==> config.mk <==
export PLATFORM = sky130hd
export DESIGN_NAME = mem_rd_arbiter_flat
export DESIGN_NICKNAME = d
export VERILOG_FILES = /design/src/rtl/mem_rd_arbiter_if.sv /design/src/rtl/mem_rd_arbiter.sv /design/src/flat_wrapper.sv
export SDC_FILE = /design/constraint.sdc
export NUM_CORES = 1
export LEC_CHECK = 0
export CORE_UTILIZATION = 31
export CTS_CLUSTER_DIAMETER = 40
export DETAILED_ROUTE_END_ITERATION = 10
export GPL_TIMING_DRIVEN = 0
export PLACE_DENSITY = 0.87
export SYNTH_ARGS = -nofsm -noshare
export SYNTH_HDL_FRONTEND = slang
export SYNTH_SLANG_ARGS = --single-unit
==> constraint.sdc <==
create_clock -name clk -period 1.85 [get_ports clk]
set_input_delay 0.37 -clock clk [delete_from_list [all_inputs] [get_ports clk]]
set_output_delay 0.37 -clock clk [all_outputs]
set_load 0.005 [all_outputs]
==> src/rtl/mem_rd_arbiter_if.sv <==
// Bundle of the two requester read ports, the downstream memory read port and status,
// shared between mem_rd_arbiter (slave modport) and its environment (master modport).
interface mem_rd_arbiter_if #(
    parameter int DATA_LEN = 32,
    parameter int ID_W     = 1
);
    logic                m0_arvalid;
    logic                m0_arready;
    logic [DATA_LEN-1:0] m0_raddr;
    logic                m0_rvalid;
    logic                m0_rready;
    logic [2:0]          m0_rresp;
    logic [DATA_LEN-1:0] m0_rdata;

    logic                m1_arvalid;
    logic                m1_arready;
    logic [DATA_LEN-1:0] m1_raddr;
    logic                m1_rvalid;
    logic                m1_rready;
    logic [2:0]          m1_rresp;
    logic [DATA_LEN-1:0] m1_rdata;

    logic                mem_arvalid;
    logic                mem_arready;
    logic [DATA_LEN-1:0] mem_raddr;
    logic                mem_rvalid;
    logic                mem_rready;
    logic [2:0]          mem_rresp;
    logic [DATA_LEN-1:0] mem_rdata;

    logic                busy;
    logic [ID_W-1:0]     owner;

    modport slave (
        input  m0_arvalid, m0_raddr, m0_rready,
        input  m1_arvalid, m1_raddr, m1_rready,
        input  mem_arready, mem_rvalid, mem_rresp, mem_rdata,
        output m0_arready, m0_rvalid, m0_rresp, m0_rdata,
        output m1_arready, m1_rvalid, m1_rresp, m1_rdata,
        output mem_arvalid, mem_raddr, mem_rready,
        output busy, owner
    );

    modport master (
        output m0_arvalid, m0_raddr, m0_rready,
        output m1_arvalid, m1_raddr, m1_rready,
        output mem_arready, mem_rvalid, mem_rresp, mem_rdata,
        input  m0_arready, m0_rvalid, m0_rresp, m0_rdata,
        input  m1_arready, m1_rvalid, m1_rresp, m1_rdata,
        input  mem_arvalid, mem_raddr, mem_rready,
        input  busy, owner
    );
endinterface

==> src/rtl/mem_rd_arbiter.sv <==
// Two-requester single-outstanding read arbiter (icache = m0, LSU = m1) onto one memory read port.
// Define MEM_RD_ARB_ROUND_ROBIN_EN for round-robin ties; default build gives m1 fixed priority.
module mem_rd_arbiter #(
    parameter int DATA_LEN = 32,
    parameter int ID_W     = 1
) (
    input  logic              clk,
    input  logic              rst_n,
    mem_rd_arbiter_if.slave   bus
);

    typedef enum logic [1:0] {
        ST_IDLE = 2'b00,
        ST_ADDR = 2'b01,
        ST_DATA = 2'b10
    } state_t;

    state_t              r_state;
    logic                r_mem_arvalid;
    logic [DATA_LEN-1:0] r_mem_raddr;
    logic [ID_W-1:0]     r_owner;
    logic                r_busy;
    logic                r_last_grant;

    logic                w_grant;
    logic                w_idle;
    logic                w_data;
    logic                w_up_hs;
    logic [DATA_LEN-1:0] w_up_addr;
    logic                w_mem_rready;

    // Arbitration: pick which requester may handshake in IDLE.
    always_comb begin
        w_grant = 1'b0;
`ifdef MEM_RD_ARB_ROUND_ROBIN_EN
        if (bus.m0_arvalid && bus.m1_arvalid) begin
            w_grant = ~r_last_grant;
        end else if (bus.m1_arvalid) begin
            w_grant = 1'b1;
        end else begin
            w_grant = 1'b0;
        end
`else
        if (bus.m1_arvalid) begin
            w_grant = 1'b1;
        end else begin
            w_grant = 1'b0;
        end
`endif
    end

`ifndef MEM_RD_ARB_ROUND_ROBIN_EN
    // last_grant is tracked in both builds; only round-robin consults it.
    logic w_unused_last_grant;
    assign w_unused_last_grant = r_last_grant;
`endif

    assign w_idle         = (r_state == ST_IDLE);
    assign w_data         = (r_state == ST_DATA);
    assign bus.m0_arready = w_idle & ~w_grant;
    assign bus.m1_arready = w_idle & w_grant;
    assign w_up_hs        = w_idle & (w_grant ? bus.m1_arvalid : bus.m0_arvalid);
    assign w_up_addr      = w_grant ? bus.m1_raddr : bus.m0_raddr;

    // Read-data pass-through to the current owner only while in DATA.
    always_comb begin
        bus.m0_rvalid = 1'b0;
        bus.m0_rdata  = {DATA_LEN{1'b0}};
        bus.m0_rresp  = 3'h0;
        bus.m1_rvalid = 1'b0;
        bus.m1_rdata  = {DATA_LEN{1'b0}};
        bus.m1_rresp  = 3'h0;
        w_mem_rready  = 1'b0;
        if (w_data) begin
            if (r_owner[0]) begin
                bus.m1_rvalid = bus.mem_rvalid;
                bus.m1_rdata  = bus.mem_rdata;
                bus.m1_rresp  = bus.mem_rresp;
                w_mem_rready  = bus.m1_rready;
            end else begin
                bus.m0_rvalid = bus.mem_rvalid;
                bus.m0_rdata  = bus.mem_rdata;
                bus.m0_rresp  = bus.mem_rresp;
                w_mem_rready  = bus.m0_rready;
            end
        end else begin
            w_mem_rready = 1'b0;
        end
    end

    assign bus.mem_arvalid = r_mem_arvalid;
    assign bus.mem_raddr   = r_mem_raddr;
    assign bus.mem_rready  = w_mem_rready;
    assign bus.busy        = r_busy;
    assign bus.owner       = r_owner;

    // Transaction FSM: IDLE -> ADDR (address out) -> DATA (response back) -> IDLE.
    always_ff @(posedge clk or negedge rst_n) begin
        if (!rst_n) begin
            r_state       <= ST_IDLE;
            r_mem_arvalid <= 1'b0;
            r_mem_raddr   <= {DATA_LEN{1'b0}};
            r_owner       <= {ID_W{1'b0}};
            r_busy        <= 1'b0;
            r_last_grant  <= 1'b1;
        end else begin
            case (r_state)
                ST_IDLE: begin
                    if (w_up_hs) begin
                        r_mem_raddr   <= w_up_addr;
                        r_owner       <= ID_W'(w_grant);
                        r_mem_arvalid <= 1'b1;
                        r_busy        <= 1'b1;
                        r_state       <= ST_ADDR;
                    end
                end
                ST_ADDR: begin
                    if (bus.mem_arready) begin
                        r_mem_arvalid <= 1'b0;
                        r_state       <= ST_DATA;
                    end
                end
                ST_DATA: begin
                    if (bus.mem_rvalid && w_mem_rready) begin
                        r_last_grant <= r_owner[0];
                        r_busy       <= 1'b0;
                        r_state      <= ST_IDLE;
                    end
                end
                default: begin
                    r_mem_arvalid <= 1'b0;
                    r_busy        <= 1'b0;
                    r_state       <= ST_IDLE;
                end
            endcase
        end
    end

endmodule

==> src/flat_wrapper.sv <==
// flat-port wrapper written by rule: the top's interface ports become plain ports
module mem_rd_arbiter_flat 
#(
    parameter int DATA_LEN = 32,
    parameter int ID_W     = 1
)
  (clk, rst_n, bus_m0_arvalid, bus_m0_raddr, bus_m0_rready, bus_m1_arvalid, bus_m1_raddr, bus_m1_rready, bus_mem_arready, bus_mem_rvalid, bus_mem_rresp, bus_mem_rdata, bus_m0_arready, bus_m0_rvalid, bus_m0_rresp, bus_m0_rdata, bus_m1_arready, bus_m1_rvalid, bus_m1_rresp, bus_m1_rdata, bus_mem_arvalid, bus_mem_raddr, bus_mem_rready, bus_busy, bus_owner);
  mem_rd_arbiter_if #(.DATA_LEN(DATA_LEN), .ID_W(ID_W)) bus_i ();
  input  logic clk;
  input  logic rst_n;
  input wire logic [$bits(bus_i.m0_arvalid)-1:0] bus_m0_arvalid;
  input wire logic [$bits(bus_i.m0_raddr)-1:0] bus_m0_raddr;
  input wire logic [$bits(bus_i.m0_rready)-1:0] bus_m0_rready;
  input wire logic [$bits(bus_i.m1_arvalid)-1:0] bus_m1_arvalid;
  input wire logic [$bits(bus_i.m1_raddr)-1:0] bus_m1_raddr;
  input wire logic [$bits(bus_i.m1_rready)-1:0] bus_m1_rready;
  input wire logic [$bits(bus_i.mem_arready)-1:0] bus_mem_arready;
  input wire logic [$bits(bus_i.mem_rvalid)-1:0] bus_mem_rvalid;
  input wire logic [$bits(bus_i.mem_rresp)-1:0] bus_mem_rresp;
  input wire logic [$bits(bus_i.mem_rdata)-1:0] bus_mem_rdata;
  output wire logic [$bits(bus_i.m0_arready)-1:0] bus_m0_arready;
  output wire logic [$bits(bus_i.m0_rvalid)-1:0] bus_m0_rvalid;
  output wire logic [$bits(bus_i.m0_rresp)-1:0] bus_m0_rresp;
  output wire logic [$bits(bus_i.m0_rdata)-1:0] bus_m0_rdata;
  output wire logic [$bits(bus_i.m1_arready)-1:0] bus_m1_arready;
  output wire logic [$bits(bus_i.m1_rvalid)-1:0] bus_m1_rvalid;
  output wire logic [$bits(bus_i.m1_rresp)-1:0] bus_m1_rresp;
  output wire logic [$bits(bus_i.m1_rdata)-1:0] bus_m1_rdata;
  output wire logic [$bits(bus_i.mem_arvalid)-1:0] bus_mem_arvalid;
  output wire logic [$bits(bus_i.mem_raddr)-1:0] bus_mem_raddr;
  output wire logic [$bits(bus_i.mem_rready)-1:0] bus_mem_rready;
  output wire logic [$bits(bus_i.busy)-1:0] bus_busy;
  output wire logic [$bits(bus_i.owner)-1:0] bus_owner;
  assign bus_i.m0_arvalid = bus_m0_arvalid;
  assign bus_i.m0_raddr = bus_m0_raddr;
  assign bus_i.m0_rready = bus_m0_rready;
  assign bus_i.m1_arvalid = bus_m1_arvalid;
  assign bus_i.m1_raddr = bus_m1_raddr;
  assign bus_i.m1_rready = bus_m1_rready;
  assign bus_i.mem_arready = bus_mem_arready;
  assign bus_i.mem_rvalid = bus_mem_rvalid;
  assign bus_i.mem_rresp = bus_mem_rresp;
  assign bus_i.mem_rdata = bus_mem_rdata;
  assign bus_m0_arready = bus_i.m0_arready;
  assign bus_m0_rvalid = bus_i.m0_rvalid;
  assign bus_m0_rresp = bus_i.m0_rresp;
  assign bus_m0_rdata = bus_i.m0_rdata;
  assign bus_m1_arready = bus_i.m1_arready;
  assign bus_m1_rvalid = bus_i.m1_rvalid;
  assign bus_m1_rresp = bus_i.m1_rresp;
  assign bus_m1_rdata = bus_i.m1_rdata;
  assign bus_mem_arvalid = bus_i.mem_arvalid;
  assign bus_mem_raddr = bus_i.mem_raddr;
  assign bus_mem_rready = bus_i.mem_rready;
  assign bus_busy = bus_i.busy;
  assign bus_owner = bus_i.owner;
  mem_rd_arbiter #(.DATA_LEN(DATA_LEN), .ID_W(ID_W)) u_core (.clk(clk), .rst_n(rst_n), .bus(bus_i));
endmodule
Yosys cells after proc, flatten, opt, wreduce, memory -nomap -nowiden
Cells that the tools add are included.
{"block": "word_totals", "output_inout_bits": 110, "in_bits": 107, "ff_bits": 37, "word_cells": 48}
{"block": "classes", "eq_ne": 5, "bitwise": 6, "mux": 26, "n_reduce_logical": 6}
{"operator": "$mux W32", "n": 5}
{"operator": "$mux W3", "n": 4}
{"operator": "$mux W1", "n": 11}
{"operator": "$reduce_and A3 Y1", "n": 3}
{"operator": "$mux W2", "n": 3}
{"operator": "$ne A2 B2 Y1 const B", "n": 3}
{"operator": "$pmux W1 S3", "n": 2}
{"operator": "$pmux W2 S3", "n": 1}
{"operator": "$and A1 B1 Y1", "n": 3}
{"operator": "$not A1 Y1", "n": 3}
{"operator": "$eq A2 B1 Y1 const B", "n": 1}
{"operator": "$eq A2 B2 Y1 const B", "n": 1}
{"operator": "$logic_not A2 Y1", "n": 1}
{"operator": "$reduce_and A2 Y1", "n": 1}
{"operator": "$logic_and A1 B1 Y1", "n": 1}

Longest topological paths before layout
Gate-level depths: netlist (run 1).
{"block": "logic_depth", "depth_word": 5, "ltp_mapped": 5, "ltp_nobuf": 3}

Worst setup path before layout (run 1)
Ideal clock, no wire load.
{"block": "synth_timing", "path_kind": "flip-flop to output port", "startpoint": "register u_core.r_state[0]", "endpoint": "output port bus_m1_rdata[10]", "slack_ns": 0.242, "required_time_ns": 1.480, "path_stages_with_launch": 6, "arrival_time_ns": 1.238, "n_path_buf": 2, "path_cell_list": "dfrtp_1 > buf_4 > nand2b_4 > nor2_1 > clkbuf_2 > and2_1"}
{"block": "synth_between", "elab_chain_len": 2}
{"item": "start: declaration", "line": "mem_rd_arbiter.sv:18", "rtl": "state_t r_state;"}
{"item": "start signal: assignment", "line": "mem_rd_arbiter.sv:100", "rtl": "r_state <= ST_IDLE;"}
{"item": "start signal: assignment", "line": "mem_rd_arbiter.sv:114", "rtl": "r_state <= ST_ADDR;"}
{"item": "start signal: assignment", "line": "mem_rd_arbiter.sv:120", "rtl": "r_state <= ST_DATA;"}
{"item": "$eq A2 B2 Y1", "line": "mem_rd_arbiter.sv:59", "rtl": "assign w_data = (r_state == ST_DATA);"}
{"item": "$mux W32", "line": "mem_rd_arbiter.sv:74", "rtl": "if (w_data) begin"}
{"item": "end: declaration", "line": "flat_wrapper.sv:28", "rtl": "output wire logic [$bits(bus_i.m1_rdata)-1:0] bus_m1_rdata;"}
Every way passes these cells.

Final worst setup path (run 1)
{"block": "layout_timing", "startpoint": "register u_core.r_state[1]", "endpoint": "output port bus_m0_rresp[2]"}
{"block": "layout_between", "elab_chain_len": 2}
{"item": "$eq A2 B2 Y1", "line": "mem_rd_arbiter.sv:59"}
{"item": "$mux W3", "line": "mem_rd_arbiter.sv:74"}
{"item": "end: declaration", "line": "flat_wrapper.sv:23", "rtl": "output wire logic [$bits(bus_i.m0_rresp)-1:0] bus_m0_rresp;"}
Every way passes these cells.

==> impl_metrics.py, run 1 <==
metrics = {
    "status": {
        "status": "finished, violations left",
        "violations": "setup timing",
    },
    "route": {
        "wl_per_cell_um": 17.5,
        "ant_nets": 0,
        "first_iter_violations": 37,
        "vias_per_cell": 4.64,
        "drcViolationCount": 0,
        "drtPass1Iterations": 4,
        "routed_wirelength_um": 9850,
        "vias": 2615,
    },
    "die": {
        "start_util_pct": 32.4,
        "die_w_um": 89.3,
        "die-height_um": 89.3,
        "die_area_mm2": 0.00797,
        "core_area_mm2": 0.00729,
        "io_pins": 217,
        "rows": 31,
    },
    "timing": {
        "rsz0062_at_grt": "yes",
        "worst_pin_slew_ps": 855,
        "fin_ws_ps": -184,
        "setup_tns_ps": -3110,
        "setup_viol": 40,
        "period_share_pct": 110,
        "relSlewSlack_pct": 43.0,
        "skew_ps": 9.91,
        "maxSlewViolCount": 0,
        "final.min_clock_period_ps": 2030,
        "hold_viol": 0,
        "fmax_mhz": 492,
    },
    "clock_network": {
        "cts_sinks": 37,
        "cts_buffers": 5,
        "htree_levels": 2,
        "clk_latency_ps": 290,
        "cts.clk_slew.worst_paths_ps": 80,
        "ctsHoldBuffers": 0,
        "cts_max_path_buffers": 2,
        "cts_tree": "done",
        "root_buffer": "clkbuf_8",
    },
    "placed_design": {
        "gp_congestion": 0.690,
        "port-buffer-count": 215,
        "dp.cells": 527,
        "pre_cts_ws_ps": -561,
        "dp_hpwl_um": 6630,
    },
    "logic_synthesis": {
        "avgSynthCellArea_um2": 11.1,
        "synthCells": 213,
        "syn-cell-area_mm2": 0.00236,
        "yosysSeqAreaShare_pct": 39.2,
        "synth_ff_type": "dfrtp_1",
        "synth_edf_count": 0,
        "yosys_warnings": 0,
        "synth-seq-cells": 37,
        "synth.distinct_cells": 22,
        "syn-num-nets": 320,
        "synthArstFlopShare_pct": 100,
    },
    "setup_path": {
        "slowest_stage": "dfrtp_1",
        "critPathArrivalTime_ps": 1660,
        "setup.worst_path.class": "register to output port",
        "start_kind": "register",
        "path_delay_family": "buffers and inverters",
        "critPathBufInv": 6,
        "required_ps": 1480,
        "critPathMostFrequentCell": "buf_6",
        "ff2ff_path_depth": 7,
        "worstPathCellList": "buf_6 -> nand2b_4 -> nor2_4 -> buf_12 -> buf_8 -> buf_6 -> buf_12 -> and2_4 -> buf_6",
        "reg2reg_from": "u_core.r_state[0]$_DFFE_PN0P_",
        "critPathMaxFanout": 7,
        "critical_path.max_stage_delay_ps": 380,
        "end_kind": "output port",
        "timing.rr.end": "u_core.bus.mem_raddr[30]$_DFFE_PN0P_",
        "rrSetupSlack_ps": 80,
    },
    "job": {
        "max_cap_viol_count": 0,
    },
    "power": {
        "p_leak_nw": 2.38,
        "ir_worst_vdd_uv": 1000,
        "powerDensity_mw_per_mm2": 1090,
    },
    "final_layout": {
        "fin_cells": 564,
        "layout.nets": 571,
        "fin_util_pct": 72.6,
        "syn_to_final_growth_pct": 124,
        "diodes": 0,
        "drive_above_1_share_pct": 55.5,
    },
    "global_route": {
        "grt_usage_pct": 21.6,
        "grt_pass1_vias": 2673,
        "grt_use_met2_pct": 42.2,
        "top_usage_layer": "met2",
        "grt_pass1_wl_um": 13000,
        "antenna_found_initial": 0,
        "grt_util_met1_pct": 21.4,
        "use_met3_pct": 6.56,
        "grt_max_degree": 38,
        "grt_overflow": 0,
    },
    "worst_hold_path": {
        "hold_class": "input pin to asynchronous set/reset pin",
    },
}
[kinds of logic (layout without fill, tap and decap cells)]
group	count (synthesis)	after routing	share of synthesized area, %
AND/OR/NAND/NOR	86	86	22.8
multiplexers	65	65	31.1
flip-flops	37	37	39.2
buffers and inverters	19	271	4.93
AO/OA/AOI/OAI	6	6	1.96
[repair_timing]
action	in CTS	in global routing
buffers inserted	19	8
resized for setup	394	61
endpoints found under the hold margin	0	0
gates cloned	6	0
pin swaps	59	6
setup endpoints to repair	75	102
[sequential cells by signal, indices dropped and copies added, names as in the netlist]
register,cells
u_core.bus.mem_arvalid,1
u_core.bus.busy,1
u_core.r_state,2
u_core.bus.mem_raddr,32
u_core.bus.owner,1
[Yosys cell counts, drive strengths merged (2+ instances only)]
cell,number,area (um^2)
a31o,2,17.5
o22ai,2,12.5
buf,9,71.3
clkbuf,6,30.0
mux2,64,724
dfrtp,37,926
inv,4,15.0
nor2,5,21.3
nor3,2,21.3
and2,73,457
nand2,3,11.3
[worst max path at each step]
stage	startpoint	endpoint	depth (start not counted)
after floorplan	u_core.r_state[0]$_DFFE_PN0P_	bus_m1_rdata[10]	5
after global placement	u_core.r_state[0]$_DFFE_PN0P_	bus_m0_rdata[6]	6
after detailed placement	u_core.r_state[0]$_DFFE_PN0P_	bus_m0_rdata[6]	6
after CTS	u_core.r_state[0]$_DFFE_PN0P_	bus_m0_rresp[2]	9
after global routing	u_core.r_state[1]$_DFFE_PN0P_	bus_m0_rresp[2]	9
final	u_core.r_state[1]$_DFFE_PN0P_	bus_m0_rresp[2]	9
[area by class of cell]
type                            instances  area (um^2)
Fill cell                             472         2000
Buffer                                 12          126
Tap cell                               99          124
Sequential cell                        37          927
Timing Repair Buffer                  247         2500
Multi-Input combinational cell        157         1490
Clock inverter                          1         8.76
Inverter                                4         15.0
Clock buffer                            7         96.3
[stage by stage]
| stage | hold WS, ps | power (W) | instance area [um^2] |
|---|---|---|---|
| after detailed placement | 496 | 0.00439 | 4630 |
| after floorplan | 74.4 | 0.00265 | 2360 |
| after global routing | 243 | 0.00612 | 5290 |
| after global placement | 489 | 0.00429 | 4640 |
| final | 191 | 0.00579 | 5290 |
| after CTS | 206 | 0.00548 | 5030 |
[metal layers]
layer / wire, um / up-vias
met5: 0 / -
met4: 259 / 0
met3: 799 / 21
met2: 5430 / 133
met1: 3360 / 1251
li1: - / 1210
[report_power, final]
group	switching [W]	internal, W	leakage [nW]	total, W
sequential	0.000234	0.00123	0.430	0.00146
combinational	0.00120	0.00249	1.90	0.00369
clock	0.000298	0.000344	0.0549	0.000643
total	0.00173	0.00406	2.38	0.00579
[placed cells by master, fill, tap and decap left out, types with 2 or more instances in the layout]
master           instances
and2_4                  59
inv_1                    4
buf_2                   21
nand2_1                  3
clkbuf_8                11
buf_8                    7
nor2_4                   3
and2_1                  14
buf_4                   10
buf_12                   3
mux2_2                  63
dfrtp_1                 36
buf_6                   73
dlygate4sd2_1            2
clkdlybuf4s50_1        139
o22ai_1                  2
a31o_2                   2
[worst reg2reg max path: cells and delay by family (launching register included)]
family / cells / cell delay (ps)
multiplexers: 1 / 360
buffers and inverters: 5 / 680
AND/OR/NAND/NOR: 1 / 210
flip-flops: 1 / 410
(Power assumes the default switching activity.)
==> inputs of run 2 (changes only) <==
- SKIP_CTS_REPAIR_TIMING: default -> 1
==> run 2 against run 1 <==
The run still ends with setup timing left; cell area increased by 1.0%; global-route usage decreased by 2.9 points; sequential share of layout area decreased by 0.18 points; largest power group unchanged; critical path type unchanged; non-clock buffer count decreased by 2; critical endpoint is now bus_m1_rdata[15]; flip-flop and latch count unchanged; largest cell class unchanged; critical path depth decreased by 1; sequential power about the same; core utilization increased by 0.75 points; setup slack got worse by 70 ps.
==> impl_metrics.py, run 2 (same netlist as run 1, synthesis figures left out) <==
metrics = {
    "timing": {
        "fin_ws_ps": -254,
        "worst_pin_slew_ps": 840,
        "skew_ps": 9.28,
        "period_share_pct": 114,
        "setup_tns_ps": -11600,
        "final.min_clock_period_ps": 2100,
        "relSlewSlack_pct": 44.0,
        "setup_viol": 70,
        "hold_viol": 0,
        "fmax_mhz": 475,
        "rsz0062_at_grt": "yes",
        "maxSlewViolCount": 0,
    },
    "power": {
        "ir_worst_vdd_uv": 1010,
        "p_leak_nw": 2.43,
        "finalPower_w": 0.00573,
        "powerDensity_mw_per_mm2": 1070,
    },
    "die": {
        "io_pins": 217,
        "core_area_mm2": 0.00729,
        "start_util_pct": 32.4,
        "die_w_um": 89.3,
        "die_area_mm2": 0.00797,
        "die-height_um": 89.3,
        "rows": 31,
    },
    "global_route": {
        "grt_max_degree": 38,
        "grt_pass1_wl_um": 11400,
        "antenna_found_initial": 0,
        "grt_overflow": 0,
        "grt_pass1_vias": 2360,
        "grt_usage_pct": 18.7,
    },
    "setup_path": {
        "setup.worst_path.class": "register to output port",
        "end_kind": "output port",
        "timing.rr.end": "u_core.bus.mem_raddr[30]$_DFFE_PN0P_",
        "critPathMaxFanout": 5,
        "required_ps": 1480,
        "setup.worst_path.start": "u_core.r_state[0]$_DFFE_PN0P_",
        "ff2ff_path_depth": 5,
        "reg2reg_from": "u_core.r_state[0]$_DFFE_PN0P_",
        "critPathArrivalTime_ps": 1730,
        "rrSetupSlack_ps": 160,
        "start_kind": "register",
    },
    "clock_network": {
        "cts_max_path_buffers": 2,
        "cts_sinks": 37,
        "cts.clk_slew.worst_paths_ps": 80,
        "cts_tree": "done",
        "htree_levels": 2,
        "cts_buffers": 5,
        "root_buffer": "clkbuf_8",
        "clk_latency_ps": 290,
    },
    "placed_design": {
        "port-buffer-count": 215,
        "pre_cts_ws_ps": -561,
        "gp_congestion": 0.690,
        "dp_hpwl_um": 6630,
    },
    "route": {
        "ant_nets": 0,
        "routed_wirelength_um": 9740,
        "vias_per_cell": 4.62,
        "vias": 2602,
        "drcViolationCount": 0,
        "drtPass1Iterations": 4,
        "wl_per_cell_um": 17.3,
        "first_iter_violations": 49,
    },
    "final_layout": {
        "syn_to_final_growth_pct": 126,
        "layout_common_cells": "139 x clkdlybuf4s50_1, 102 x buf_6, 65 x and2_4, 63 x mux2_2, 36 x dfrtp_1",
        "final_common_cell": "clkdlybuf4s50_1",
        "diodes": 0,
        "drive_above_1_share_pct": 56.0,
        "largest_register_ffs": 32,
        "layout.nets": 570,
    },
    "status": {
        "violations": "setup timing",
        "status": "finished, violations left",
    },
    "job": {
        "max_cap_viol_count": 0,
    },
    "worst_hold_path": {
        "hold_class": "input pin to asynchronous set/reset pin",
    },
}
[run 2: changes by cell type in the layout (fill, tap and decap cells not counted), sizes merged]
| cell | change |
|---|---|
| nor2 | +1 |
| buf | -1 |
| clkbuf | -3 |
| dlymetal6s2s | +4 |
| dlygate4sd2 | -2 |
[run 2: layout make-up]
| cell class | count | area [um^2] |
|---|---|---|
| plain buffers | 15 | 146 |
| clock buffers | 7 | 96.3 |
| clock inverters | 1 | 8.76 |
| fillers | 464 | 1950 |
| inverters | 4 | 15.0 |
| multi-input cells | 158 | 1510 |
| flip-flops and latches | 37 | 927 |
| well taps | 99 | 124 |
| repair buffers | 242 | 2520 |
[run 2: routing by layer]
| layer | global-route usage [%] | wire length, um | up-vias |
|---|---|---|---|
| li1 | - | - | 1214 |
| met3 | 5.72 | 848 | 19 |
| met4 | 3.46 | 190 | 0 |
| met5 | 0 | 0 | - |
| met2 | 36.8 | 5270 | 141 |
| met1 | 19.6 | 3430 | 1228 |
[run 2: worst max-delay path: stages, from the launching register on]
cell and delay [ps]:
dfrtp_1 380, buf_6 130, nand2b_4 180, nor2_4 150, buf_6 140, buf_6 90
buf_6 100, and2_1 140, buf_2 130
[run 2: how the worst max path moves through the flow]
stage / cells after the start / slack [ps] / endpoint
after floorplan: 5 / 240 / bus_m1_rdata[10]
after global placement: 6 / -540 / bus_m0_rdata[6]
after detailed placement: 6 / -560 / bus_m0_rdata[6]
after CTS: 6 / -890 / bus_m0_rdata[6]
after global routing: 8 / -330 / bus_m1_rdata[15]
final: 8 / -250 / bus_m1_rdata[15]
[run 2: report_power, final]
| part | switching [W] | total [W] | internal, W |
|---|---|---|---|
| clock network | 0.000296 | 0.000640 | 0.000344 |
| registers | 0.000243 | 0.00147 | 0.00123 |
| logic | 0.00118 | 0.00362 | 0.00244 |
[run 2: metrics by stage]
step                cells  area, um^2  util, %  hold WS (ps)
global route          563        5350     73.3           244
finish                563        5350     73.3           185
detailed placement    527        4630     63.5           496
global placement      527        4640     63.6           489
floorplan             213        2360        -          74.4
CTS                   535        4740     65.0           206
